<file path="src/rtl/pipe_hazard_ctrl_if.sv">
// Decode/redirect/stall request bundle and pipeline-control response for pipe_hazard_ctrl.
// The master drives decode and memory status. The slave (the controller) returns the enables and counters.
interface pipe_hazard_ctrl_if #(
    parameter int REG_W = 3,
    parameter int S     = 3,
    parameter int CNT_W = 16
);
    logic             id_valid;
    logic [REG_W-1:0] id_rs;
    logic [REG_W-1:0] id_rt;
    logic             id_rd_rs;
    logic             id_rd_rt;
    logic             id_wr;
    logic [REG_W-1:0] id_dest;
    logic             id_load;
    logic             redirect;
    logic             imem_stall;
    logic             dmem_stall;

    logic             pc_we;
    logic             ifid_we;
    logic             ifid_flush;
    logic             idex_bubble;
    logic             pipe_en;
    logic             raw_stall;
    logic [S-1:0]     slot_valid;
    logic             retire;
    logic [CNT_W-1:0] cnt_stall;
    logic [CNT_W-1:0] cnt_flush;
    logic [CNT_W-1:0] cnt_retire;

    modport master (
        output id_valid, id_rs, id_rt, id_rd_rs, id_rd_rt, id_wr, id_dest, id_load,
               redirect, imem_stall, dmem_stall,
        input  pc_we, ifid_we, ifid_flush, idex_bubble, pipe_en, raw_stall,
               slot_valid, retire, cnt_stall, cnt_flush, cnt_retire
    );

    modport slave (
        input  id_valid, id_rs, id_rt, id_rd_rs, id_rd_rt, id_wr, id_dest, id_load,
               redirect, imem_stall, dmem_stall,
        output pc_we, ifid_we, ifid_flush, idex_bubble, pipe_en, raw_stall,
               slot_valid, retire, cnt_stall, cnt_flush, cnt_retire
    );
endinterface

</file>
<file path="src/rtl/pipe_hazard_ctrl.sv">
// Pipeline hazard/stall/flush controller: scoreboard of in-flight writers past decode,
// forwarding-aware RAW detection, redirect flush at slot BR_STAGE, and saturating perf counters.
module pipe_hazard_ctrl #(
    parameter int NUM_STAGES = 5,
    parameter int REG_W      = 3,
    parameter int BR_STAGE   = 1,
    parameter int FWD_EN     = 1,
    parameter int CNT_W      = 16
) (
    input logic               clk,
    input logic               rst_n,
    pipe_hazard_ctrl_if.slave bus
);
    localparam int S = NUM_STAGES - 2;

    typedef struct packed {
        logic             v;
        logic             wr;
        logic [REG_W-1:0] dest;
        logic             load;
    } slot_t;

    slot_t [S-1:0]    slot_q, slot_d;
    logic [CNT_W-1:0] cnt_stall_q, cnt_stall_d;
    logic [CNT_W-1:0] cnt_flush_q, cnt_flush_d;
    logic [CNT_W-1:0] cnt_retire_q, cnt_retire_d;

    logic         adv;
    logic         raw_stall;
    logic         issue;
    logic         retire;
    logic [S-1:0] hit;

    function automatic logic [CNT_W-1:0] sat_inc(input logic [CNT_W-1:0] c, input logic en);
        return (en && (c != '1)) ? c + 1'b1 : c;
    endfunction

    // Slot S-1 is being written back this cycle and the regfile bypasses it, so it never
    // joins the window. With forwarding only a load still in EX cannot be forwarded.
    for (genvar k = 0; k < S; k++) begin : g_slot
        localparam bit IN_WIN = (FWD_EN != 0) ? (k == 0) : (k <= S - 2);
        logic src_match;

        assign src_match = (bus.id_rd_rs && (slot_q[k].dest == bus.id_rs)) ||
                           (bus.id_rd_rt && (slot_q[k].dest == bus.id_rt));
        assign hit[k] = IN_WIN && slot_q[k].v && slot_q[k].wr &&
                        (slot_q[k].load || (FWD_EN == 0)) && src_match;
        assign bus.slot_valid[k] = slot_q[k].v;
    end

    assign adv       = ~bus.dmem_stall;
    assign raw_stall = bus.id_valid & ~bus.redirect & (|hit);
    assign issue     = bus.id_valid & ~raw_stall & ~bus.redirect;
    assign retire    = adv & slot_q[S-1].v;

    assign bus.pipe_en     = adv;
    assign bus.raw_stall   = raw_stall;
    assign bus.retire      = retire;
    assign bus.idex_bubble = adv & ~issue;
    assign bus.pc_we       = adv & (bus.redirect | (~raw_stall & ~bus.imem_stall));
    assign bus.ifid_we     = adv & (bus.redirect | ~raw_stall);
    assign bus.ifid_flush  = adv & (bus.redirect | (bus.imem_stall & ~raw_stall));
    assign bus.cnt_stall   = cnt_stall_q;
    assign bus.cnt_flush   = cnt_flush_q;
    assign bus.cnt_retire  = cnt_retire_q;

    // A redirect kills everything younger than the resolver; the resolver itself shifts on
    // into BR_STAGE+1 like any other instruction.
    always_comb begin
        slot_d = slot_q;
        if (adv) begin
            for (int k = S - 1; k >= 1; k--) slot_d[k] = slot_q[k-1];
            slot_d[0] = '{v: issue, wr: bus.id_wr, dest: bus.id_dest, load: bus.id_load};
            if (bus.redirect) begin
                for (int k = 0; k <= BR_STAGE; k++) slot_d[k].v = 1'b0;
            end
        end
    end

    always_comb begin
        cnt_stall_d  = sat_inc(cnt_stall_q, raw_stall | bus.imem_stall | bus.dmem_stall);
        cnt_flush_d  = sat_inc(cnt_flush_q, adv & bus.redirect);
        cnt_retire_d = sat_inc(cnt_retire_q, retire);
    end

    always_ff @(posedge clk or negedge rst_n) begin
        if (!rst_n) begin
            slot_q       <= '0;
            cnt_stall_q  <= '0;
            cnt_flush_q  <= '0;
            cnt_retire_q <= '0;
        end else begin
            slot_q       <= slot_d;
            cnt_stall_q  <= cnt_stall_d;
            cnt_flush_q  <= cnt_flush_d;
            cnt_retire_q <= cnt_retire_d;
        end
    end
endmodule

</file>
<file path="src/flat_wrapper.sv">
// flat-port wrapper written by rule: the top's interface ports become plain ports
module pipe_hazard_ctrl_flat 
#(
    parameter int NUM_STAGES = 5,
    parameter int REG_W      = 3,
    parameter int BR_STAGE   = 1,
    parameter int FWD_EN     = 1,
    parameter int CNT_W      = 16
)
  (clk, rst_n, bus_id_valid, bus_id_rs, bus_id_rt, bus_id_rd_rs, bus_id_rd_rt, bus_id_wr, bus_id_dest, bus_id_load, bus_redirect, bus_imem_stall, bus_dmem_stall, bus_pc_we, bus_ifid_we, bus_ifid_flush, bus_idex_bubble, bus_pipe_en, bus_raw_stall, bus_slot_valid, bus_retire, bus_cnt_stall, bus_cnt_flush, bus_cnt_retire);
  pipe_hazard_ctrl_if #(.REG_W(REG_W), .S(3), .CNT_W(CNT_W)) bus_i ();
  input logic clk;
  input logic rst_n;
  input wire logic [$bits(bus_i.id_valid)-1:0] bus_id_valid;
  input wire logic [$bits(bus_i.id_rs)-1:0] bus_id_rs;
  input wire logic [$bits(bus_i.id_rt)-1:0] bus_id_rt;
  input wire logic [$bits(bus_i.id_rd_rs)-1:0] bus_id_rd_rs;
  input wire logic [$bits(bus_i.id_rd_rt)-1:0] bus_id_rd_rt;
  input wire logic [$bits(bus_i.id_wr)-1:0] bus_id_wr;
  input wire logic [$bits(bus_i.id_dest)-1:0] bus_id_dest;
  input wire logic [$bits(bus_i.id_load)-1:0] bus_id_load;
  input wire logic [$bits(bus_i.redirect)-1:0] bus_redirect;
  input wire logic [$bits(bus_i.imem_stall)-1:0] bus_imem_stall;
  input wire logic [$bits(bus_i.dmem_stall)-1:0] bus_dmem_stall;
  output wire logic [$bits(bus_i.pc_we)-1:0] bus_pc_we;
  output wire logic [$bits(bus_i.ifid_we)-1:0] bus_ifid_we;
  output wire logic [$bits(bus_i.ifid_flush)-1:0] bus_ifid_flush;
  output wire logic [$bits(bus_i.idex_bubble)-1:0] bus_idex_bubble;
  output wire logic [$bits(bus_i.pipe_en)-1:0] bus_pipe_en;
  output wire logic [$bits(bus_i.raw_stall)-1:0] bus_raw_stall;
  output wire logic [$bits(bus_i.slot_valid)-1:0] bus_slot_valid;
  output wire logic [$bits(bus_i.retire)-1:0] bus_retire;
  output wire logic [$bits(bus_i.cnt_stall)-1:0] bus_cnt_stall;
  output wire logic [$bits(bus_i.cnt_flush)-1:0] bus_cnt_flush;
  output wire logic [$bits(bus_i.cnt_retire)-1:0] bus_cnt_retire;
  assign bus_i.id_valid = bus_id_valid;
  assign bus_i.id_rs = bus_id_rs;
  assign bus_i.id_rt = bus_id_rt;
  assign bus_i.id_rd_rs = bus_id_rd_rs;
  assign bus_i.id_rd_rt = bus_id_rd_rt;
  assign bus_i.id_wr = bus_id_wr;
  assign bus_i.id_dest = bus_id_dest;
  assign bus_i.id_load = bus_id_load;
  assign bus_i.redirect = bus_redirect;
  assign bus_i.imem_stall = bus_imem_stall;
  assign bus_i.dmem_stall = bus_dmem_stall;
  assign bus_pc_we = bus_i.pc_we;
  assign bus_ifid_we = bus_i.ifid_we;
  assign bus_ifid_flush = bus_i.ifid_flush;
  assign bus_idex_bubble = bus_i.idex_bubble;
  assign bus_pipe_en = bus_i.pipe_en;
  assign bus_raw_stall = bus_i.raw_stall;
  assign bus_slot_valid = bus_i.slot_valid;
  assign bus_retire = bus_i.retire;
  assign bus_cnt_stall = bus_i.cnt_stall;
  assign bus_cnt_flush = bus_i.cnt_flush;
  assign bus_cnt_retire = bus_i.cnt_retire;
  pipe_hazard_ctrl #(.NUM_STAGES(NUM_STAGES), .REG_W(REG_W), .BR_STAGE(BR_STAGE), .FWD_EN(FWD_EN), .CNT_W(CNT_W)) u_core (.clk(clk), .rst_n(rst_n), .bus(bus_i));
endmodule
</file>
<file path="config.mk">
export PLATFORM = sky130hd
export DESIGN_NAME = pipe_hazard_ctrl_flat
export DESIGN_NICKNAME = d
export VERILOG_FILES = /design/src/rtl/pipe_hazard_ctrl_if.sv /design/src/rtl/pipe_hazard_ctrl.sv /design/src/flat_wrapper.sv
export SDC_FILE = /design/constraint.sdc
export NUM_CORES = 1
export LEC_CHECK = 0
export ABC_AREA = 1
export BUFFER_PORTS_ARGS = -buffer_cell sky130_fd_sc_hd__buf_2
export CORE_MARGIN = 5
export CORE_UTILIZATION = 49
export DETAILED_ROUTE_END_ITERATION = 12
export PLACE_DENSITY = 0.88
export SYNTH_ARGS = -nofsm -noshare
export SYNTH_HDL_FRONTEND = slang
export SYNTH_SLANG_ARGS = --single-unit
</file>
<file path="constraint.sdc">
create_clock -name clk -period 1.6 [get_ports clk]
set_clock_uncertainty 0.05 [all_clocks]
set_input_delay 0.08 -clock clk [delete_from_list [all_inputs] [get_ports clk]]
set_output_delay 0.08 -clock clk [all_outputs]
set_load 0.005 [all_outputs]
</file>
==> results of run 1 <==
[cells in the final DEF, fill, tap and decap left out, drive strengths merged]
cell,Yosys,layout
a31oi,1,1
and2,1,1
and3,1,1
buf,9,118
clkbuf,3,6
clkinv,1,2
clkinvlp,0,1
dfrtp,56,56
dlygate4sd3,0,6
ha,3,3
inv,46,47
nand2,145,145
nand3,43,43
nand3b,1,1
nand4,5,5
nor2,40,40
nor3,15,15
nor3b,1,1
nor4,1,1
o21ai,16,16
xnor2,15,15
xor2,21,21
[flip-flops by register name (all words and copies together), names as in the netlist]
register               cells
u_core.bus.cnt_retire     16
u_core.bus.slot_valid      3
u_core.slot_q              5
u_core.bus.cnt_flush      16
u_core.bus.cnt_stall      16
[cell type report]
type	instances	share of cell area
multi-input cells	309	0.394
well taps	77	0.0222
clock inverters	3	0.00635
clock buffers	5	0.0159
inverters	47	0.0424
flip-flops and latches	56	0.324
repair buffers	125	0.195
[timing repair]
item,in CTS,in global routing
setup buffers,0,12
pin swaps,0,11
hold buffers,6,0
endpoints found under the setup margin,7,50
gates resized for setup,6,42
cloned,0,1
hold endpoints to repair,61,0
[critical path, cell delays in order (launching register included)]
cell	delay [ns]
dfrtp_1	0.43
nand2_1	0.11
nand2_1	0.08
nor2_1	0.09
nand2_1	0.06
nand2_1	0.08
nand3_2	0.11
buf_6	0.15
a31oi_1	0.15
buf_2	0.14
[power groups by stage]
stage | logic, mW | clock network (mW) | registers [mW]
after detailed placement | 1.09 | 0 | 1.87
final | 1.29 | 0.816 | 1.87
after global routing | 1.45 | 0.916 | 1.91
after floorplan | 0.501 | 0 | 1.90
after global placement | 1.06 | 0 | 1.84
after CTS | 1.11 | 0.845 | 1.84
[metal layers]
| layer | global-route usage | routed length [um] |
|---|---|---|
| met5 | 0 | 0 |
| met4 | 0.0608 | 148 |
| met3 | 0.0367 | 412 |
| met2 | 0.340 | 4390 |
| met1 | 0.232 | 3490 |
[cell usage after synthesis, drive strengths merged]
cell type,instances
xnor2,15
nand2,145
nor2,40
nand3,43
dfrtp,56
nand3b,1
nor4,1
xor2,21
clkinv,1
buf,9
and2,1
ha,3
nor3b,1
and3,1
nor3,15
nand4,5
inv,46
a31oi,1
clkbuf,3
o21ai,16
[per-stage QoR]
step | worst slack (ns) | TNS, ns | hold slack [ns] | total power, mW
finish | -0.254 | -1.77 | 0.0300 | 3.98
global route | -0.324 | -5.39 | 0.0135 | 4.27
CTS | -0.159 | -0.576 | 0.0184 | 3.80
detailed placement | -0.0454 | -0.0454 | 0.0612 | 2.96
global placement | 0.0413 | 0 | 0.0523 | 2.90
floorplan | -0.0506 | -0.564 | -0.266 | 2.40
[worst max-delay path by stage]
stage | startpoint | to | cells past startpoint
final | u_core.slot_q[2] | bus_idex_bubble | 9
after global routing | u_core.slot_q[2] | bus_idex_bubble | 10
after CTS | u_core.slot_q[2] | bus_idex_bubble | 9
after detailed placement | u_core.bus.cnt_stall[0] | u_core.bus.cnt_stall[10] | 9
after global placement | u_core.bus.cnt_retire[0] | u_core.bus.cnt_retire[7] | 8
after floorplan | u_core.bus.cnt_flush[0] | u_core.bus.cnt_flush[2] | 9
[cell families (layout without fill, tap and decap cells)]
| kind of cell | count (synthesis) | in the layout | share of synthesized area |
|---|---|---|---|
| and+or+nand+nor | 253 | 253 | 0.344 |
| buffers and inverters | 59 | 180 | 0.0799 |
| DFF | 56 | 56 | 0.439 |
| xor gates and xnor gates | 36 | 36 | 0.0987 |
| AOI/OAI and AO/OA | 17 | 17 | 0.0270 |
| adders and majority gates | 3 | 3 | 0.0118 |
==> impl_metrics.ini, run 1 <==
[power]
clockPowerShare = 0.205
leakagePower_nw = 2.28
seqPwrFrac = 0.471
comb_power_share = 0.324
intPower_mw = 2.59
peakVddDrop_mv = 0.796
p_sw_frac = 0.348
p_per_area_nw_per_um2 = 917
p_switching_mw = 1.38

[global_route]
grt.total_usage = 0.192
grt_pass1_wl_um = 13500
grt_overflow = 0
antenna_found_initial = 0
grt_max_degree = 57
first_global_vias = 3120

[setup_path]
r2r_start = u_core.slot_q[2]
reg2regPathDepth = 12
cp-end-kind = output port
crit_path_max_fanout = 4
crit_arrival_ns = 1.72
critical_path_class = reg2out
rrSetupSlack_ns = -0.06
worstPathRequired_ns = 1.47
cp-start-kind = flip-flop
reg2reg_to = u_core.bus.cnt_stall[13]

[synth]
yosys.area.top_type = dfrtp_1
synth_top_area_share = 0.439
netlist_area_um2 = 3190
syn-num-nets = 446
synthTopCellsByArea = dfrtp_1 (44%), nand2_1 (17%), nand3_1 (6.4%)
synth_area_per_cell_um2 = 7.53
yosysUniqueCellTypes = 29
syn_inst = 424
yosysWarnings = 0
synth_seq_area_share = 0.439
synth-seq-cells = 56

[clock_network]
h-tree-depth = 2
clockBufferDepth = 2
cts_tree = built
cts-root-buf = clkbuf_8
cts_sinks = 56
clk_pin_slew_ns = 0.11
cts_inserted_buffers = 5
clk_latency_ns = 0.31

[layout]
layout.nets = 566
drive_above_1_share = 0.316
seq_area_um2 = 1410
final_cells = 622
final_core_util = 0.683
fin_area_um2 = 4340
area_delta_synth_final_pct = 35.7
multi_input_area_um2 = 1710
n_antenna_cell = 0
final.fill_count = 497

[die]
dieArea_um2 = 8230
row_count = 29
die_w_um = 90.7
start_util = 0.503
core_area_um2 = 6350
die_height_um = 90.7
pin_count = 77

[sta]
worst_slack_ns = -0.254
max-slew-margin-rel = 0.751
finalHoldViolCount = 0
finalCritPeriodShare = 1.16
rsz0062_at_grt = yes
worstMarginPinSlew_ns = 0.371
finalMaxSlewViolations = 0
max_freq_ghz = 0.539
period_minus_slack_ns = 1.85
setup_viol_count_final = 32

[route]
vias_per_cell = 5.07
ant_nets = 0
dr.pass1.iters = 5
first_iter_violations = 104
postRouteWirelength_um = 8440
routedWlPerCell_um = 13.6
vias = 3156
post-route-drc-count = 0

[job]
cap_violations = 0

[outcome]
violations = negative setup slack
status = finished, violations left

[min_path]
hp-class = in2reg
hold_depth = 3
hp-start = bus_id_valid
whs_endpoint = u_core.bus.slot_valid[0]

[place]
dpl.hpwl_um = 5870
dpl.cell_count = 595
port_buffers = 76
dpl-instance-area_um2 = 3870
place.gp.congestion = 0.897
Note: power is estimated with default switching activity, not from simulation.
==> inputs of run 2 (changes only) <==
Settings changed: CORE_UTILIZATION 49 to 35, PLACE_DENSITY 0.88 to 0.67.
Clock period 1.6 ns to 2.2 ns, I/O delays scaled along.
==> impl_metrics.ini, run 2 (synthesized netlist as in run 1, its figures left out) <==
[outcome]
status = finished clean

[power]
p_total_mw = 2.57
seqPwrFrac = 0.538
p_switching_mw = 0.876
clockPowerShare = 0.223
leakagePower_nw = 2.04
p_sw_frac = 0.341
intPower_mw = 1.70
comb_power_share = 0.239
peakVddDrop_mv = 0.350
p_per_area_nw_per_um2 = 674

[route]
routedWlPerCell_um = 12.1
post-route-drc-count = 0
vias = 2899
postRouteWirelength_um = 7430
vias_per_cell = 4.73
first_iter_violations = 89
dr.pass1.iters = 4
ant_nets = 0

[setup_path]
cp-start-kind = flip-flop
reg2regPathDepth = 8
reg2reg_to = u_core.bus.cnt_retire[10]
crit_slowest_cell = dfrtp_1
crit_path_max_fanout = 14
cp_slowest_stage_delay_ns = 0.44
critical_path_class = reg2reg
cp_cell_sequence = ha_1 > nand3_1 > nor3_1 > nand3_1 > nand2_1 > inv_1 > nand2_1 > xnor2_1
rrSetupSlack_ns = 0.25
r2r_start = u_core.bus.cnt_retire[0]
cp-end-kind = flip-flop
crit_arrival_ns = 2.13
worstPathRequired_ns = 2.38

[layout]
final_cell_mix = nand2_1 (143), buf_2 (76), dfrtp_1 (56), nand3_1 (41), inv_1 (40)
n_antenna_cell = 0
area_delta_synth_final_pct = 19.5
final_common_cell = nand2_1
drive_above_1_share = 0.202
final.fill_count = 879
final_core_util = 0.434
layout.nets = 526

[die]
dieArea_um2 = 11100
die_height_um = 106
pin_count = 77
die_w_um = 106
core_area_um2 = 8810
row_count = 34
start_util = 0.363

[global_route]
antenna_found_initial = 0
grt_pass1_wl_um = 12700
grt_max_degree = 33
grt_overflow = 0
first_global_vias = 2809
grt.total_usage = 0.134

[sta]
period_minus_slack_ns = 1.95
fin_setup_tns_ns = 0
rsz0062_at_grt = no
max-slew-margin-rel = 0.614
finalCritPeriodShare = 0.886
max_freq_ghz = 0.513
finalHoldViolCount = 0
hold_slack_ns = 0.0504
setup_viol_count_final = 0
worstMarginPinSlew_ns = 0.580
finalMaxSlewViolations = 0

[place]
port_buffers = 76
dpl.hpwl_um = 5750
place.gp.congestion = 0.874

[clock_network]
cts_resized = 0
cts_inserted_buffers = 5
cts_sinks = 56
clk_pin_slew_ns = 0.11
clk_latency_ns = 0.30
clockBufferDepth = 2
cts_tree = built
cts-root-buf = clkbuf_8
h-tree-depth = 2

[min_path]
hp-class = in2reg
hp-start = bus_id_valid
hold_depth = 3
whs_endpoint = u_core.bus.slot_valid[0]

[job]
cap_violations = 0
run 2: cell types whose count changed in the layout (fill, tap and decap cells not counted), moves of 5 or more:
cell	previous run	this run
buf_4	33	2
buf_6	7	0
nand2_1	135	143
nand2_2	7	1
nand3_1	36	41
nor3_1	9	15
nor3_2	5	0
run 2: worst max path at each step:
stage | endpoint | depth (start not counted) | slack, ns | start
after global placement | u_core.bus.cnt_retire[14] | 8 | 0.29 | u_core.bus.cnt_retire[0]
after global routing | u_core.bus.cnt_retire[10] | 8 | 0.01 | u_core.bus.cnt_retire[0]
final | u_core.bus.cnt_retire[10] | 8 | 0.25 | u_core.bus.cnt_retire[0]
after floorplan | u_core.bus.cnt_flush[2] | 9 | 0.52 | u_core.bus.cnt_flush[0]
after CTS | u_core.bus.cnt_retire[10] | 8 | 0.23 | u_core.bus.cnt_retire[0]
after detailed placement | u_core.bus.cnt_flush[10] | 8 | 0.27 | u_core.bus.cnt_flush[0]
run 2: layout make-up:
| class | count | area [um2] | share of cell area |
|---|---|---|---|
| clock buffers | 5 | 68.8 | 0.0180 |
| repair buffers | 85 | 475 | 0.125 |
| well taps | 108 | 135 | 0.0354 |
| flip-flops and latches | 56 | 1400 | 0.367 |
| clock inverters | 3 | 22.5 | 0.00590 |
| inverters | 47 | 176 | 0.0462 |
| multi-input cells | 309 | 1540 | 0.403 |
run 2: critical path: cells and delay by family (launching register included):
kind	cells	cell delay (ns)
flip-flops	1	0.44
buffers and inverters	1	0.19
adder cells (fa/ha/maj)	1	0.20
AND/OR/NAND/NOR	5	0.85
XOR/XNOR	1	0.13
run 2: repair_timing:
action / CTS / global route
endpoints found under the hold margin: 29 / 0
buffers inserted: 0 / 0
hold buffers: 6 / 0
run 2: metal layers:
layer	routed length (um)	part of all wire	vias up	global-route usage
met5	0	0	-	0
met4	32	0.0043	0	0.0222
met3	437	0.059	6	0.0336
met2	3640	0.49	69	0.235
met1	3320	0.45	1342	0.169
li1	-	-	1482	-
run 2: stage by stage:
stage / worst slack [ns] / instances / instance area (um2)
floorplan: 0.516 / 424 / 3190
global placement: 0.292 / 599 / 3670
detailed placement: 0.270 / 599 / 3670
CTS: 0.227 / 613 / 3820
global route: 0.0144 / 613 / 3820
finish: 0.252 / 613 / 3820
run 2: power by group through the flow:
| stage | combinational [mW] | clock (mW) | sequential [mW] |
|---|---|---|---|
| 2_1_floorplan | 0.356 | 0 | 1.38 |
| 3_3_place_gp | 0.600 | 0 | 1.40 |
| 3_5_place_dp | 0.619 | 0 | 1.40 |
| 4_1_cts | 0.628 | 0.609 | 1.38 |
| 5_1_grt | 0.707 | 0.640 | 1.42 |
| 6_report | 0.615 | 0.574 | 1.38 |
==> inputs of run 3 (changes only) <==
Settings changed: ABC_AREA 1 to not set, PLACE_DENSITY 0.67 to 0.68.
==> impl_metrics.ini, run 3 <==
[synth]
synth-main-ff-cell = dfrtp_1
yosysWarnings = 0
synth.most_common_cell = dfrtp_1
netlist_area_um2 = 2720
syn_inst = 248
async_flop_share = 1.00
synth_common_cells = dfrtp_1 (56), xnor2_1 (32), nand3_1 (20), nand2_1 (19)
yosysUniqueCellTypes = 40
synth_seq_area_share = 0.515
synth_edf_count = 0
yosys.area.top_type = dfrtp_1
synth_area_per_cell_um2 = 11.0
syn-num-nets = 270
synthTopCellsByArea = dfrtp_1 (52%), xnor2_1 (10%), xor2_1 (5.5%)
synth-seq-cells = 56
synth_top_area_share = 0.515

[sta]
setup_viol_count_final = 0
finalCritPeriodShare = 0.897
worst_slack_ns = 0.226
max-slew-margin-rel = 0.635
finalHoldViolCount = 0
period_minus_slack_ns = 1.97
hold_slack_ns = 0.131
worstMarginPinSlew_ns = 0.545
max_freq_ghz = 0.507
finalMaxSlewViolations = 0
rsz0062_at_grt = no
fin_setup_tns_ns = 0

[place]
place.gp.congestion = 0.782
dpl-instance-area_um2 = 3230
dpl.hpwl_um = 4440
preCtsSetupSlack_ns = 0.139
port_buffers = 76

[setup_path]
cp_slowest_stage_delay_ns = 0.43
crit_family = simple AND/OR/NAND/NOR gates
crit_path_max_fanout = 6
path_buf_inv = 0
critical_path_class = reg2reg
worstPathRequired_ns = 2.34
cp-end-kind = flip-flop
cp-start-kind = flip-flop
crit_arrival_ns = 2.12
cp_cell_sequence = ha_1 > and2_1 > and4_1 > and2_1 > nor2b_2 > mux2_2
crit_top_cell = and2_1
crit_slowest_cell = dfrtp_1

[global_route]
grt_pass1_wl_um = 10200
grt.total_usage = 0.128
grt_overflow = 0
first_global_vias = 2099
antenna_found_initial = 0
grt_max_degree = 57

[outcome]
status = finished clean

[route]
vias = 2099
ant_nets = 0
dr.pass1.iters = 4
postRouteWirelength_um = 5950
routedWlPerCell_um = 13.6
first_iter_violations = 44
post-route-drc-count = 0
vias_per_cell = 4.79

[power]
intPower_mw = 1.78
peakVddDrop_mv = 0.432
p_switching_mw = 0.816
comb_power_share = 0.228
clockPowerShare = 0.231
seqPwrFrac = 0.540
p_sw_frac = 0.314
leakagePower_nw = 1.64
p_per_area_nw_per_um2 = 767

[job]
cap_violations = 0

[clock_network]
clk_latency_ns = 0.31
h-tree-depth = 2
clk_pin_slew_ns = 0.11
cts_tree = built
cts_inserted_buffers = 5
clockBufferDepth = 2
cts-root-buf = clkbuf_8
cts_sinks = 56

[die]
die_w_um = 98.1
row_count = 32
core_area_um2 = 7650
die_height_um = 98.1
pin_count = 77
start_util = 0.356
dieArea_um2 = 9630

[min_path]
hp-class = in2reg

[layout]
final_common_cell = buf_2
n_antenna_cell = 0
final_cell_mix = buf_2 (76), dfrtp_1 (56), xnor2_1 (32), nand3_1 (20), nand2_1 (19)
layout.nets = 357
drive_above_1_share = 0.321
area_delta_synth_final_pct = 24.6
fin_area_um2 = 3390
final.fill_count = 751
==> run 3: changes by cell type after synthesis, moves of 5 or more <==
| cell | change |
|---|---|
| nor2_1 | -20 |
| inv_2 | -6 |
| nand4_1 | +8 |
| and3_1 | +5 |
| o21ai_0 | -8 |
| xnor2_1 | +17 |
| nand2_1 | -124 |
| nand3_1 | -21 |
| nor2b_1 | +5 |
| o21ai_1 | -7 |
| nor3_1 | -7 |
| inv_1 | -35 |
| mux2_2 | +8 |
==> run 3: metrics by stage <==
stage / power [mW] / cells / util
finish: 2.60 / 438 / 0.443
global route: 2.79 / 438 / 0.443
CTS: 2.65 / 438 / 0.443
detailed placement: 2.02 / 424 / 0.422
global placement: 2.00 / 424 / 0.422
floorplan: 1.72 / 248 / -
==> run 3: per-layer routing <==
layer  vias up  part of all wire  GRT usage
met3         6             0.054     0.0371
met4         0            0.0096     0.0315
met2        45              0.47      0.212
met1      1021              0.47      0.166
met5         -                 0          0
li1       1027                 -          -
==> run 3: final cells by class <==
type	count	area (um2)	area share
Clock buffer	6	82.6	0.0244
Clock inverter	2	13.8	0.00406
Inverter	5	18.8	0.00554
Multi-Input combinational cell	181	1260	0.372
Sequential cell	56	1400	0.414
Tap cell	102	128	0.0377
Timing Repair Buffer	86	483	0.143
==> run 3: what timing repair did <==
action,in CTS,in global routing
hold buffers,6,0
hold endpoints to repair,61,0
buffers inserted,0,0
gates resized for setup,0,1
setup endpoints to repair,0,1
==> run 3: final timing paths <==
check                                         startpoint                        to  slack, ns  cells after the start
max in group asynchronous                          rst_n   u_core.bus.cnt_stall[2]       1.55                      3
min in group asynchronous                          rst_n  u_core.bus.cnt_stall[10]       0.28                      3
worst min register to register  u_core.bus.cnt_stall[15]  u_core.bus.cnt_stall[15]       0.44                      1
worst min-delay path                        bus_redirect  u_core.bus.slot_valid[1]       0.13                      3
worst max register to register  u_core.bus.cnt_retire[0]  u_core.bus.cnt_retire[1]       0.23                      6
worst max-delay path            u_core.bus.cnt_retire[0]  u_core.bus.cnt_retire[1]       0.23                      6
==> run 3: logic make-up (layout without fill, tap and decap cells) <==
group | after synthesis | count (layout) | share of synthesized area
fa+ha+maj | 3 | 3 | 0.0138
compound gates | 12 | 12 | 0.0308
simple gates | 107 | 107 | 0.218
buf+inv | 11 | 99 | 0.0221
flops | 56 | 56 | 0.515
xor+xnor | 49 | 49 | 0.158
mux | 10 | 10 | 0.0423
==> run 3: worst register-to-register path: cells and delay by family, from the launching register on <==
kind | cells | cell delay, ns
AND/OR/NAND/NOR | 4 | 0.79
flip-flops | 1 | 0.43
multiplexers | 1 | 0.37
adder cells (fa/ha/maj) | 1 | 0.22
==> run 3: power by group through the flow <==
stage | combinational, mW | sequential, mW | clock [mW]
6_report | 0.593 | 1.40 | 0.601
5_1_grt | 0.672 | 1.44 | 0.676
4_1_cts | 0.608 | 1.41 | 0.634
3_5_place_dp | 0.599 | 1.42 | 0
3_3_place_gp | 0.583 | 1.41 | 0
2_1_floorplan | 0.315 | 1.41 | 0
